--- src/rtl/rgb2raw_pkg.sv ---
// Shared types for the RGB-to-Bayer transmitter: FSM states, CFA colour codes and the
// colour-bar table used when RGB2RAW_TESTPAT_EN is defined.
package rgb2raw_pkg;

    typedef enum logic [2:0] {
        IDLE,
        LEAD,
        LINE,
        HBLANK,
        TRAIL,
        VBLANK
    } txState_t;

    localparam logic [1:0] CFA_G0 = 2'd0;
    localparam logic [1:0] CFA_R  = 2'd1;
    localparam logic [1:0] CFA_B  = 2'd2;
    localparam logic [1:0] CFA_G1 = 2'd3;

    localparam int unsigned NUM_BARS = 8;

    // Returns {R,G,B} on/off for bars white, yellow, cyan, green, magenta, red, blue, black.
    function automatic logic [2:0] barRgb(input logic [2:0] idx);
        logic [2:0] rgb;
        unique case (idx)
            3'd0:    rgb = 3'b111;
            3'd1:    rgb = 3'b110;
            3'd2:    rgb = 3'b011;
            3'd3:    rgb = 3'b010;
            3'd4:    rgb = 3'b101;
            3'd5:    rgb = 3'b100;
            3'd6:    rgb = 3'b001;
            default: rgb = 3'b000;
        endcase
        return rgb;
    endfunction

endpackage

--- src/rtl/rgb2raw_bayer_tx_if.sv ---
// Pixel input handshake and D8M-style RAW output bus of the Bayer transmitter.
// master = upstream source / downstream sink side, slave = the transmitter.
interface rgb2raw_bayer_tx_if;

    logic [11:0] iRed;
    logic [11:0] iGreen;
    logic [11:0] iBlue;
    logic        iValid;
    logic        oReady;
    logic [11:0] mCCD_DATA;
    logic        CCD_FVAL;
    logic        CCD_LVAL;
    logic [15:0] X_Cont;
    logic [15:0] Y_Cont;

    modport master (
        output iRed, iGreen, iBlue, iValid,
        input  oReady, mCCD_DATA, CCD_FVAL, CCD_LVAL, X_Cont, Y_Cont
    );

    modport slave (
        input  iRed, iGreen, iBlue, iValid,
        output oReady, mCCD_DATA, CCD_FVAL, CCD_LVAL, X_Cont, Y_Cont
    );

endinterface

--- src/rtl/bayer_frame_timer.sv ---
// Frame timing FSM with horizontal and vertical-blank counters. Exposes the next state and the
// column/row the next cycle will carry, so the top can register its outputs one edge ahead.
module bayer_frame_timer
    import rgb2raw_pkg::*;
#(
    parameter int unsigned H_ACTIVE = 640,
    parameter int unsigned V_ACTIVE = 480,
    parameter int unsigned H_BLANK  = 160,
    parameter int unsigned FV_LEAD  = 8,
    parameter int unsigned V_BLANK  = 45
) (
    input  logic        clk,
    input  logic        rst,
    input  logic        en,
    output txState_t    nextState,
    output logic [15:0] xNext,
    output logic [15:0] yNext,
    output logic        nextIsLine
);

    localparam logic [15:0] LEAD_LAST = 16'(FV_LEAD - 1);
    localparam logic [15:0] HA_LAST   = 16'(H_ACTIVE - 1);
    localparam logic [15:0] HB_LAST   = 16'(H_BLANK - 1);
    localparam logic [15:0] HT_LAST   = 16'(H_ACTIVE + H_BLANK - 1);
    localparam logic [15:0] VA_LAST   = 16'(V_ACTIVE - 1);
    localparam logic [15:0] VB_LAST   = 16'(V_BLANK - 1);

    txState_t    stateQ, stateD;
    logic [15:0] cntQ, cntD;
    logic [15:0] vcntQ, vcntD;
    logic [15:0] yQ, yD;

    always_ff @(posedge clk or posedge rst) begin
        if (rst) begin
            stateQ <= IDLE;
            cntQ   <= 16'd0;
            vcntQ  <= 16'd0;
            yQ     <= 16'd0;
        end else begin
            stateQ <= stateD;
            cntQ   <= cntD;
            vcntQ  <= vcntD;
            yQ     <= yD;
        end
    end

    always_comb begin
        stateD = stateQ;
        cntD   = cntQ + 16'd1;
        vcntD  = vcntQ;
        yD     = yQ;
        unique case (stateQ)
            IDLE: begin
                cntD = 16'd0;
                if (en) stateD = LEAD;
            end
            LEAD: begin
                if (cntQ == LEAD_LAST) begin
                    stateD = LINE;
                    cntD   = 16'd0;
                end
            end
            LINE: begin
                if (cntQ == HA_LAST) begin
                    cntD = 16'd0;
                    // Last line skips HBLANK and wraps the row for the next frame.
                    if (yQ == VA_LAST) begin
                        stateD = TRAIL;
                        yD     = 16'd0;
                    end else begin
                        stateD = HBLANK;
                        yD     = yQ + 16'd1;
                    end
                end
            end
            HBLANK: begin
                if (cntQ == HB_LAST) begin
                    stateD = LINE;
                    cntD   = 16'd0;
                end
            end
            TRAIL: begin
                if (cntQ == LEAD_LAST) begin
                    stateD = VBLANK;
                    cntD   = 16'd0;
                    vcntD  = 16'd0;
                end
            end
            VBLANK: begin
                if (cntQ == HT_LAST) begin
                    cntD = 16'd0;
                    if (vcntQ == VB_LAST) stateD = en ? LEAD : IDLE;
                    else vcntD = vcntQ + 16'd1;
                end
            end
            default: begin
                stateD = IDLE;
                cntD   = 16'd0;
            end
        endcase
    end

    assign nextState  = stateD;
    assign nextIsLine = (stateD == LINE);
    assign xNext      = cntD;
    assign yNext      = yD;

endmodule

--- src/rtl/rgb2raw_bayer_tx.sv ---
// Re-mosaics an RGB stream into 12-bit Bayer RAW with FVAL/LVAL framing.
// Optional colour-bar source enabled by defining RGB2RAW_TESTPAT_EN (adds iTestSel).
module rgb2raw_bayer_tx
    import rgb2raw_pkg::*;
#(
    parameter int unsigned H_ACTIVE    = 640,
    parameter int unsigned V_ACTIVE    = 480,
    parameter int unsigned H_BLANK     = 160,
    parameter int unsigned FV_LEAD     = 8,
    parameter int unsigned V_BLANK     = 45,
    parameter logic [1:0]  BAYER_PHASE = 2'd0
) (
    input  logic                 CCD_PIXCLK,
    input  logic                 RST,
    input  logic                 iEN,
`ifdef RGB2RAW_TESTPAT_EN
    input  logic                 iTestSel,
`endif
    output logic                 oUnderrun,
    rgb2raw_bayer_tx_if.slave    bus
);

    txState_t    nextState;
    logic [15:0] xNext;
    logic [15:0] yNext;
    logic        nextIsLine;

    bayer_frame_timer #(
        .H_ACTIVE (H_ACTIVE),
        .V_ACTIVE (V_ACTIVE),
        .H_BLANK  (H_BLANK),
        .FV_LEAD  (FV_LEAD),
        .V_BLANK  (V_BLANK)
    ) u_timer (
        .clk        (CCD_PIXCLK),
        .rst        (RST),
        .en         (iEN),
        .nextState  (nextState),
        .xNext      (xNext),
        .yNext      (yNext),
        .nextIsLine (nextIsLine)
    );

    logic [11:0] red, green, blue, pix;
    logic        valid;
    logic [1:0]  cfa;

`ifdef RGB2RAW_TESTPAT_EN
    localparam logic [15:0] BAR_W = 16'(H_ACTIVE / NUM_BARS);
    logic [2:0] bar;
`endif

    always_comb begin
        red   = bus.iRed;
        green = bus.iGreen;
        blue  = bus.iBlue;
        valid = bus.iValid;
`ifdef RGB2RAW_TESTPAT_EN
        bar = 3'd0;
        if (iTestSel) begin
            bar   = barRgb(3'(xNext / BAR_W));
            red   = {12{bar[2]}};
            green = {12{bar[1]}};
            blue  = {12{bar[0]}};
            valid = 1'b1;
        end
`endif
        cfa = BAYER_PHASE ^ {yNext[0], xNext[0]};
        pix = green;
        unique case (cfa)
            CFA_R:          pix = red;
            CFA_B:          pix = blue;
            CFA_G0, CFA_G1: pix = green;
            default:        pix = green;
        endcase
    end

    logic        fvalQ, lvalQ, underrunQ;
    logic [11:0] dataQ;
    logic [15:0] xQ, yQ;

    // Outputs are registered from the timer's next-state view so they line up with its state.
    always_ff @(posedge CCD_PIXCLK or posedge RST) begin
        if (RST) begin
            fvalQ     <= 1'b0;
            lvalQ     <= 1'b0;
            dataQ     <= 12'h000;
            xQ        <= 16'd0;
            yQ        <= 16'd0;
            underrunQ <= 1'b0;
        end else begin
            fvalQ <= (nextState != IDLE) && (nextState != VBLANK);
            lvalQ <= nextIsLine;
            dataQ <= (nextIsLine && valid) ? pix : 12'h000;
            xQ    <= nextIsLine ? xNext : 16'd0;
            yQ    <= yNext;
            if ((nextState == LEAD) && !fvalQ) begin
                underrunQ <= 1'b0;
            end else if (nextIsLine && !valid) begin
                underrunQ <= 1'b1;
            end
        end
    end

    assign bus.oReady    = nextIsLine;
    assign bus.mCCD_DATA = dataQ;
    assign bus.CCD_FVAL  = fvalQ;
    assign bus.CCD_LVAL  = lvalQ;
    assign bus.X_Cont    = xQ;
    assign bus.Y_Cont    = yQ;
    assign oUnderrun     = underrunQ;

endmodule

--- src/flat_wrapper.sv ---
// flat-port wrapper written by rule: the top's interface ports become plain ports
module rgb2raw_bayer_tx_flat import rgb2raw_pkg::*;
#(
    parameter int unsigned H_ACTIVE    = 640,
    parameter int unsigned V_ACTIVE    = 480,
    parameter int unsigned H_BLANK     = 160,
    parameter int unsigned FV_LEAD     = 8,
    parameter int unsigned V_BLANK     = 45,
    parameter logic [1:0]  BAYER_PHASE = 2'd0
)
  (CCD_PIXCLK, RST, iEN, oUnderrun, bus_iRed, bus_iGreen, bus_iBlue, bus_iValid, bus_oReady, bus_mCCD_DATA, bus_CCD_FVAL, bus_CCD_LVAL, bus_X_Cont, bus_Y_Cont);
  rgb2raw_bayer_tx_if bus_i ();
  input  logic CCD_PIXCLK;
  input  logic RST;
  input  logic iEN;
  output logic oUnderrun;
  input wire logic [$bits(bus_i.iRed)-1:0] bus_iRed;
  input wire logic [$bits(bus_i.iGreen)-1:0] bus_iGreen;
  input wire logic [$bits(bus_i.iBlue)-1:0] bus_iBlue;
  input wire logic [$bits(bus_i.iValid)-1:0] bus_iValid;
  output wire logic [$bits(bus_i.oReady)-1:0] bus_oReady;
  output wire logic [$bits(bus_i.mCCD_DATA)-1:0] bus_mCCD_DATA;
  output wire logic [$bits(bus_i.CCD_FVAL)-1:0] bus_CCD_FVAL;
  output wire logic [$bits(bus_i.CCD_LVAL)-1:0] bus_CCD_LVAL;
  output wire logic [$bits(bus_i.X_Cont)-1:0] bus_X_Cont;
  output wire logic [$bits(bus_i.Y_Cont)-1:0] bus_Y_Cont;
  assign bus_i.iRed = bus_iRed;
  assign bus_i.iGreen = bus_iGreen;
  assign bus_i.iBlue = bus_iBlue;
  assign bus_i.iValid = bus_iValid;
  assign bus_oReady = bus_i.oReady;
  assign bus_mCCD_DATA = bus_i.mCCD_DATA;
  assign bus_CCD_FVAL = bus_i.CCD_FVAL;
  assign bus_CCD_LVAL = bus_i.CCD_LVAL;
  assign bus_X_Cont = bus_i.X_Cont;
  assign bus_Y_Cont = bus_i.Y_Cont;
  rgb2raw_bayer_tx #(.H_ACTIVE(H_ACTIVE), .V_ACTIVE(V_ACTIVE), .H_BLANK(H_BLANK), .FV_LEAD(FV_LEAD), .V_BLANK(V_BLANK), .BAYER_PHASE(BAYER_PHASE)) u_core (.CCD_PIXCLK(CCD_PIXCLK), .RST(RST), .iEN(iEN), .oUnderrun(oUnderrun), .bus(bus_i));
endmodule
--- config.mk ---
export PLATFORM = sky130hd
export DESIGN_NAME = rgb2raw_bayer_tx_flat
export DESIGN_NICKNAME = d
export VERILOG_FILES = /design/src/rtl/rgb2raw_pkg.sv /design/src/rtl/rgb2raw_bayer_tx_if.sv /design/src/rtl/bayer_frame_timer.sv /design/src/rtl/rgb2raw_bayer_tx.sv /design/src/flat_wrapper.sv
export SDC_FILE = /design/constraint.sdc
export NUM_CORES = 1
export LEC_CHECK = 0
export CAP_MARGIN = 20
export CORE_ASPECT_RATIO = 0.75
export CORE_MARGIN = 2
export CORE_UTILIZATION = 51
export DETAILED_ROUTE_END_ITERATION = 10
export PLACE_DENSITY = 0.78
export SETUP_SLACK_MARGIN = 0.02
export SYNTH_ARGS = -nofsm -noshare
export SYNTH_HDL_FRONTEND = slang
export SYNTH_HIERARCHICAL = 1
export SYNTH_SLANG_ARGS = --single-unit
--- constraint.sdc ---
create_clock -name CCD_PIXCLK -period 3.7 [get_ports CCD_PIXCLK]
set_input_delay 0.74 -clock CCD_PIXCLK [delete_from_list [all_inputs] [get_ports CCD_PIXCLK]]
set_output_delay 0.74 -clock CCD_PIXCLK [all_outputs]
set_load 0.02 [all_outputs]
# After elaboration in Yosys (flattened, before gate mapping)
# Index checks and enable logic that the tools add are counted.
[totals]
regBits = 82
input_bits = 40
output_inout_bits = 48
wordCells = 75
[classes]
add_sub_neg = 3
eq_ne = 20
n_mux = 27
reduce_logical = 15
[ops]
columns = ["operator", "n"]
rows = [
  ["16-bit 2-to-1 mux", 9],
  ["16-bit one-hot mux with 4 select lines", 1],
  ["16-bit by 1-bit adder with 16-bit output, second input constant", 3],
  ["12-bit one-hot mux with 3 select lines", 1],
  ["16-bit by 10-bit == test with 1-bit output, second input constant", 2],
  ["16-bit one-hot mux with 2 select lines", 1],
  ["3-bit 2-to-1 mux", 8],
  ["3-bit one-hot mux with 6 select lines", 1],
  ["16-bit by 3-bit == test with 1-bit output, second input constant", 1],
  ["16-bit by 6-bit == test with 1-bit output, second input constant", 1],
  ["16-bit by 8-bit == test with 1-bit output, second input constant", 1],
  ["16-bit by 9-bit == test with 1-bit output, second input constant", 1],
  ["12-bit 2-to-1 mux", 1],
  ["3-bit by 2-bit == test with 1-bit output, second input constant", 3],
  ["3-bit by 1-bit == test with 1-bit output, second input constant", 2],
  ["3-bit == test, second input constant", 2],
  ["2-bit != test, second input constant", 3],
  ["1-bit 2-to-1 mux", 5],
  ["2-bit == test, second input constant", 2],
  ["1-bit logical AND", 4],
  ["4-bit AND reduction", 1],
  ["2-bit nonzero test", 2],
  ["2-bit OR reduction", 2],
  ["3-bit zero test", 1],
  ["other kinds (6)", 7],
]

# Logic depth before layout (Yosys ltp)
[logic_depth]
depth_word = 8
mapped_depth = 13

# By module
# Netlist, hierarchy kept.
[modules_own_cells]
columns = ["mod", "n_inst", "cells_each", "area_per_inst_um2", "seq_area_each_um2"]
rows = [
  ["bayer_frame_timer", 1, 322, 2956.6, 1276.2],
  ["rgb2raw_bayer_tx", 1, 116, 1764.2, 1176.1],
]

# Worst setup path before layout
# Ideal clock, no wire load.
[synth_timing]
path_type = "register -> output"
start = "reg u_core.u_timer.cntQ[0]"
end = "out bus_oReady"
arrival_ps = 2308
required_ps = 2960
setup_slack_ps = 652
stages_incl_launch_ff = 7
path_buffers = 0
cell_sequence = "dfrtp_1 ha_1 nor4bb_1 and4_4 nand2_1 a21o_1 nor3_1"
[synth_between]
elab_chain_cells = 4
[synth_lines]
columns = ["element", "line", "rtl"]
rows = [
  ["start, declared", "bayer_frame_timer.sv:29", "logic [15:0] cntQ, cntD;"],
  ["start signal, assigned", "bayer_frame_timer.sv:41", "cntQ <= cntD;"],
  ["16-bit by 10-bit == test with 1-bit output (tied with other cells)", "bayer_frame_timer.sv:90", "if (cntQ == HT_LAST) begin"],
  ["3-bit 2-to-1 mux (on tied branches)", "--", ""],
  ["3-bit one-hot mux with 6 select lines *", "bayer_frame_timer.sv:52", "unique case (stateQ)"],
  ["3-bit by 2-bit == test with 1-bit output *", "bayer_frame_timer.sv:104", "assign nextIsLine = (stateD == LINE);"],
  ["end, declared", "flat_wrapper.sv:21", "output wire logic [$bits(bus_i.oReady)-1:0] bus_oReady;"],
]
# Every way passes the cells marked *; elsewhere a longest branch is shown, timed or not.

# Worst setup path after layout
# Ends and elaborated chain as after synthesis.

==> impl_metrics.yaml <==
placed_design:
  place_area_um2: 5680
  place_inst: 626
  dp_hpwl_um: 7350
  io_buffers: 87
  gp_congestion: 0.877
layout:
  mostFrequentLayoutCell: "dfrtp_1"
  design_area_um2: 6030
  layout_common_cells: "dfrtp_1 (98), clkdlybuf4s50_1 (86), nor2_1 (31)"
  fillers: 725
  n_antenna_cell: 0
  layout.nets: 573
  final_cells: 644
  layout-drive-gt1-share: 0.109
  area_delta_synth_final_pct: 27.6
timing:
  fmax_mhz: 295
  setup_viol: 0
  finalCriticalPeriod_ns: 3.39
  fin_skew_ns: 0.00788
  slew_violations: 0
  hold_violations: 0
  tns_ns: 0
  rsz0062_at_grt: "no"
  relSlewSlack: 0.594
  tightest_slew_ns: 0.609
  post-route-period-util: 0.916
yosys:
  syn-cell-area_um2: 4720
  yosysSeqAreaShare: 0.519
  synth_enable_flop_cells: 0
  postSynth.asyncResetShare: 1.00
  synthDistinctLibCells: 53
  ys_seq_elements: 98
  synth_fp_nets: 484
  avgSynthCellArea_um2: 10.8
  yosys_warnings: 6
  synth_ff_type: "dfrtp_1"
  synthCells: 438
worst_setup_path:
  arrival_ns: 2.65
  rr_startpoint: "u_core/u_timer/cntQ[0]"
  critical-path-top-delay-family: "simple AND/OR/NAND/NOR gates"
  worstSetupStartpointType: "flop"
  setup.worst_path.start: "u_core/u_timer/cntQ[0]"
  r2r_cells: 9
  cp-end-kind: "primary output"
  path_depth: 7
  cpMaxStageDelayCell: "or4_1"
  worstSetupPathType: "flop to primary output"
  required_ns: 2.96
  cp.buffers_inverters: 1
  crit_fanout: 5
  slowest_delay_ns: 0.54
  cp_cell_sequence: "ha_1 > nand4_1 > or4_1 > nor4_1 > o21ai_0 > nor3_2 > dlygate4sd2_1"
power_and_ir_drop:
  p_seq_frac: 0.510
  power_mw: 2.12
  power_switching_uw: 434
  p_leak_nw: 2.45
  max-vdd-ir-drop_mv: 0.247
  swShare: 0.205
  p_int_mw: 1.68
  comb_power_share: 0.054
  power_density_nw_per_um2: 352
  p_clk_frac: 0.436
global_route:
  grt_pass1_wl_um: 17900
  grt.total_usage: 0.227
  overflow: 0
  grt_max_degree: 52
  antenna_found_initial: 0
  grt_pass1_vias: 3589
detailed_routing:
  antenna_left: 0
  drt-total-wl_um: 10700
  drc: 0
  dr.first_iter.drc_count: 150
  wl_per_cell_um: 16.6
  avgViaCountPerCell: 5.77
  vias: 3718
  first_pass_iters: 4
clock_network:
  path_clk_slew_ns: 0.06
  cts_buffer_depth: 2
  cts_tree: "built"
  root_buffer: "clkbuf_16"
  cts_made_buffers: 9
  cts_hold_buf: 0
  clock_latency_ns: 0.34
  cts_max_level: 3
  cts.sinks: 98
die:
  core.rowCount: 30
  dieHeight_um: 87.3
  dieArea_um2: 10100
  start_util: 0.524
  core_um2: 9010
  die_w_um: 115
  ios: 88
min_path:
  hold_path.class: "flop to flop"
  min_from: "u_core/u_timer/yQ[15]"
  worstHoldPathCells: 1
flow_run:
  drv_cap: 0
outcome:
  status: "complete, no violations"
[repair_timing]
item | CTS | global route
pin swaps | 0 | 0
cloned | 0 | 0
resized for setup | 1 | 1
endpoints found under the setup margin | 1 | 1
buffers inserted | 0 | 0
[worst register-to-register path: stages, from the launching register on]
cell      delay [ns]
dfrtp_1         0.38
ha_1            0.24
and4_1          0.36
and4_1          0.33
nand3_1         0.13
buf_4           0.18
o21ai_0         0.42
ha_1            0.56
a221oi_2        0.40
nor3_2          0.08
[power by group through the flow]
stage	logic, mW	registers [mW]	clock network (mW)
after floorplan	0.0358	1.11	0
after global placement	0.110	1.10	0
after detailed placement	0.112	1.10	0
after CTS	0.112	1.08	0.947
after global routing	0.124	1.08	1.00
final	0.115	1.08	0.924
[synth_stat cells (4+ instances only)]
cell | count | area share
a21oi_1 | 13 | 0.014
a221oi_2 | 11 | 0.035
and2_1 | 19 | 0.025
and3_1 | 7 | 0.0093
and4_1 | 6 | 0.011
buf_2 | 5 | 0.0053
clkbuf_1 | 9 | 0.0072
dfrtp_1 | 98 | 0.52
ha_1 | 6 | 0.016
inv_1 | 12 | 0.0095
nand2_1 | 29 | 0.023
nand2b_1 | 5 | 0.0066
nand3_1 | 20 | 0.021
nand4_1 | 17 | 0.023
nor2_1 | 31 | 0.025
nor2b_1 | 15 | 0.020
nor3_1 | 9 | 0.0095
nor3_2 | 10 | 0.021
nor4_1 | 7 | 0.0093
nor4bb_1 | 4 | 0.0085
o21ai_0 | 16 | 0.017
o31ai_1 | 16 | 0.025
or4_1 | 14 | 0.022
xnor2_1 | 15 | 0.028
xor2_1 | 6 | 0.011
[state kept, by name (all words and copies together), names as in the netlist]
register / flops
u_core/bus.CCD_FVAL: 1
u_core/bus.CCD_LVAL: 1
u_core/bus.X_Cont: 16
u_core/bus.Y_Cont: 16
u_core/bus.mCCD_DATA: 12
u_core/oUnderrun: 1
u_core/u_timer/cntQ: 16
u_core/u_timer/stateQ: 3
u_core/u_timer/vcntQ: 16
u_core/u_timer/yQ: 16
[area by class of cell]
type,count,area [µm²],area share
Inverter,12,45.0,0.00748
Sequential cell,98,2450,0.407
Multi-Input combinational cell,308,2110,0.351
Tap cell,112,140,0.0233
Clock buffer,12,246,0.0409
Clock inverter,4,51.3,0.00851
Timing Repair Buffer,98,977,0.162
[cells by family (layout without fill, tap and decap cells)]
family,count (synthesis),after routing,share of synthesized area
fa+ha+maj,6,6,0.0159
simple gates,209,209,0.269
compound gates,71,71,0.121
mux,1,1,0.00212
flops,98,98,0.519
xor+xnor,21,21,0.0390
buf+inv,32,126,0.0339
[final timing paths]
path                                            to  slack (ns)
min in group asynchronous    u_core/bus.X_Cont[13]        0.66
max reg2reg                u_core/bus.mCCD_DATA[6]        0.49
max                                     bus_oReady        0.31
min reg2reg                  u_core/bus.Y_Cont[15]        0.51
max in group asynchronous    u_core/u_timer/yQ[14]        2.40
min                          u_core/bus.Y_Cont[15]        0.51
[per-layer routing]
| metal | wire (µm) | global-route usage | vias up |
|---|---|---|---|
| met5 | 0 | 0 | - |
| met2 | 5050 | 0.343 | 114 |
| met4 | 102 | 0.0559 | 0 |
| li1 | - | - | 1788 |
| met3 | 584 | 0.0592 | 12 |
| met1 | 4960 | 0.328 | 1804 |
[metrics by stage]
stage / util / setup slack [ns] / hold slack, ns
after floorplan: - / 0.652 / 0.464
after global placement: 0.631 / 0.309 / 0.485
after detailed placement: 0.631 / 0.315 / 0.498
after CTS: 0.664 / 0.223 / 0.515
after global routing: 0.669 / 0.0905 / 0.550
final: 0.669 / 0.310 / 0.513
(Power assumes the default switching activity.)
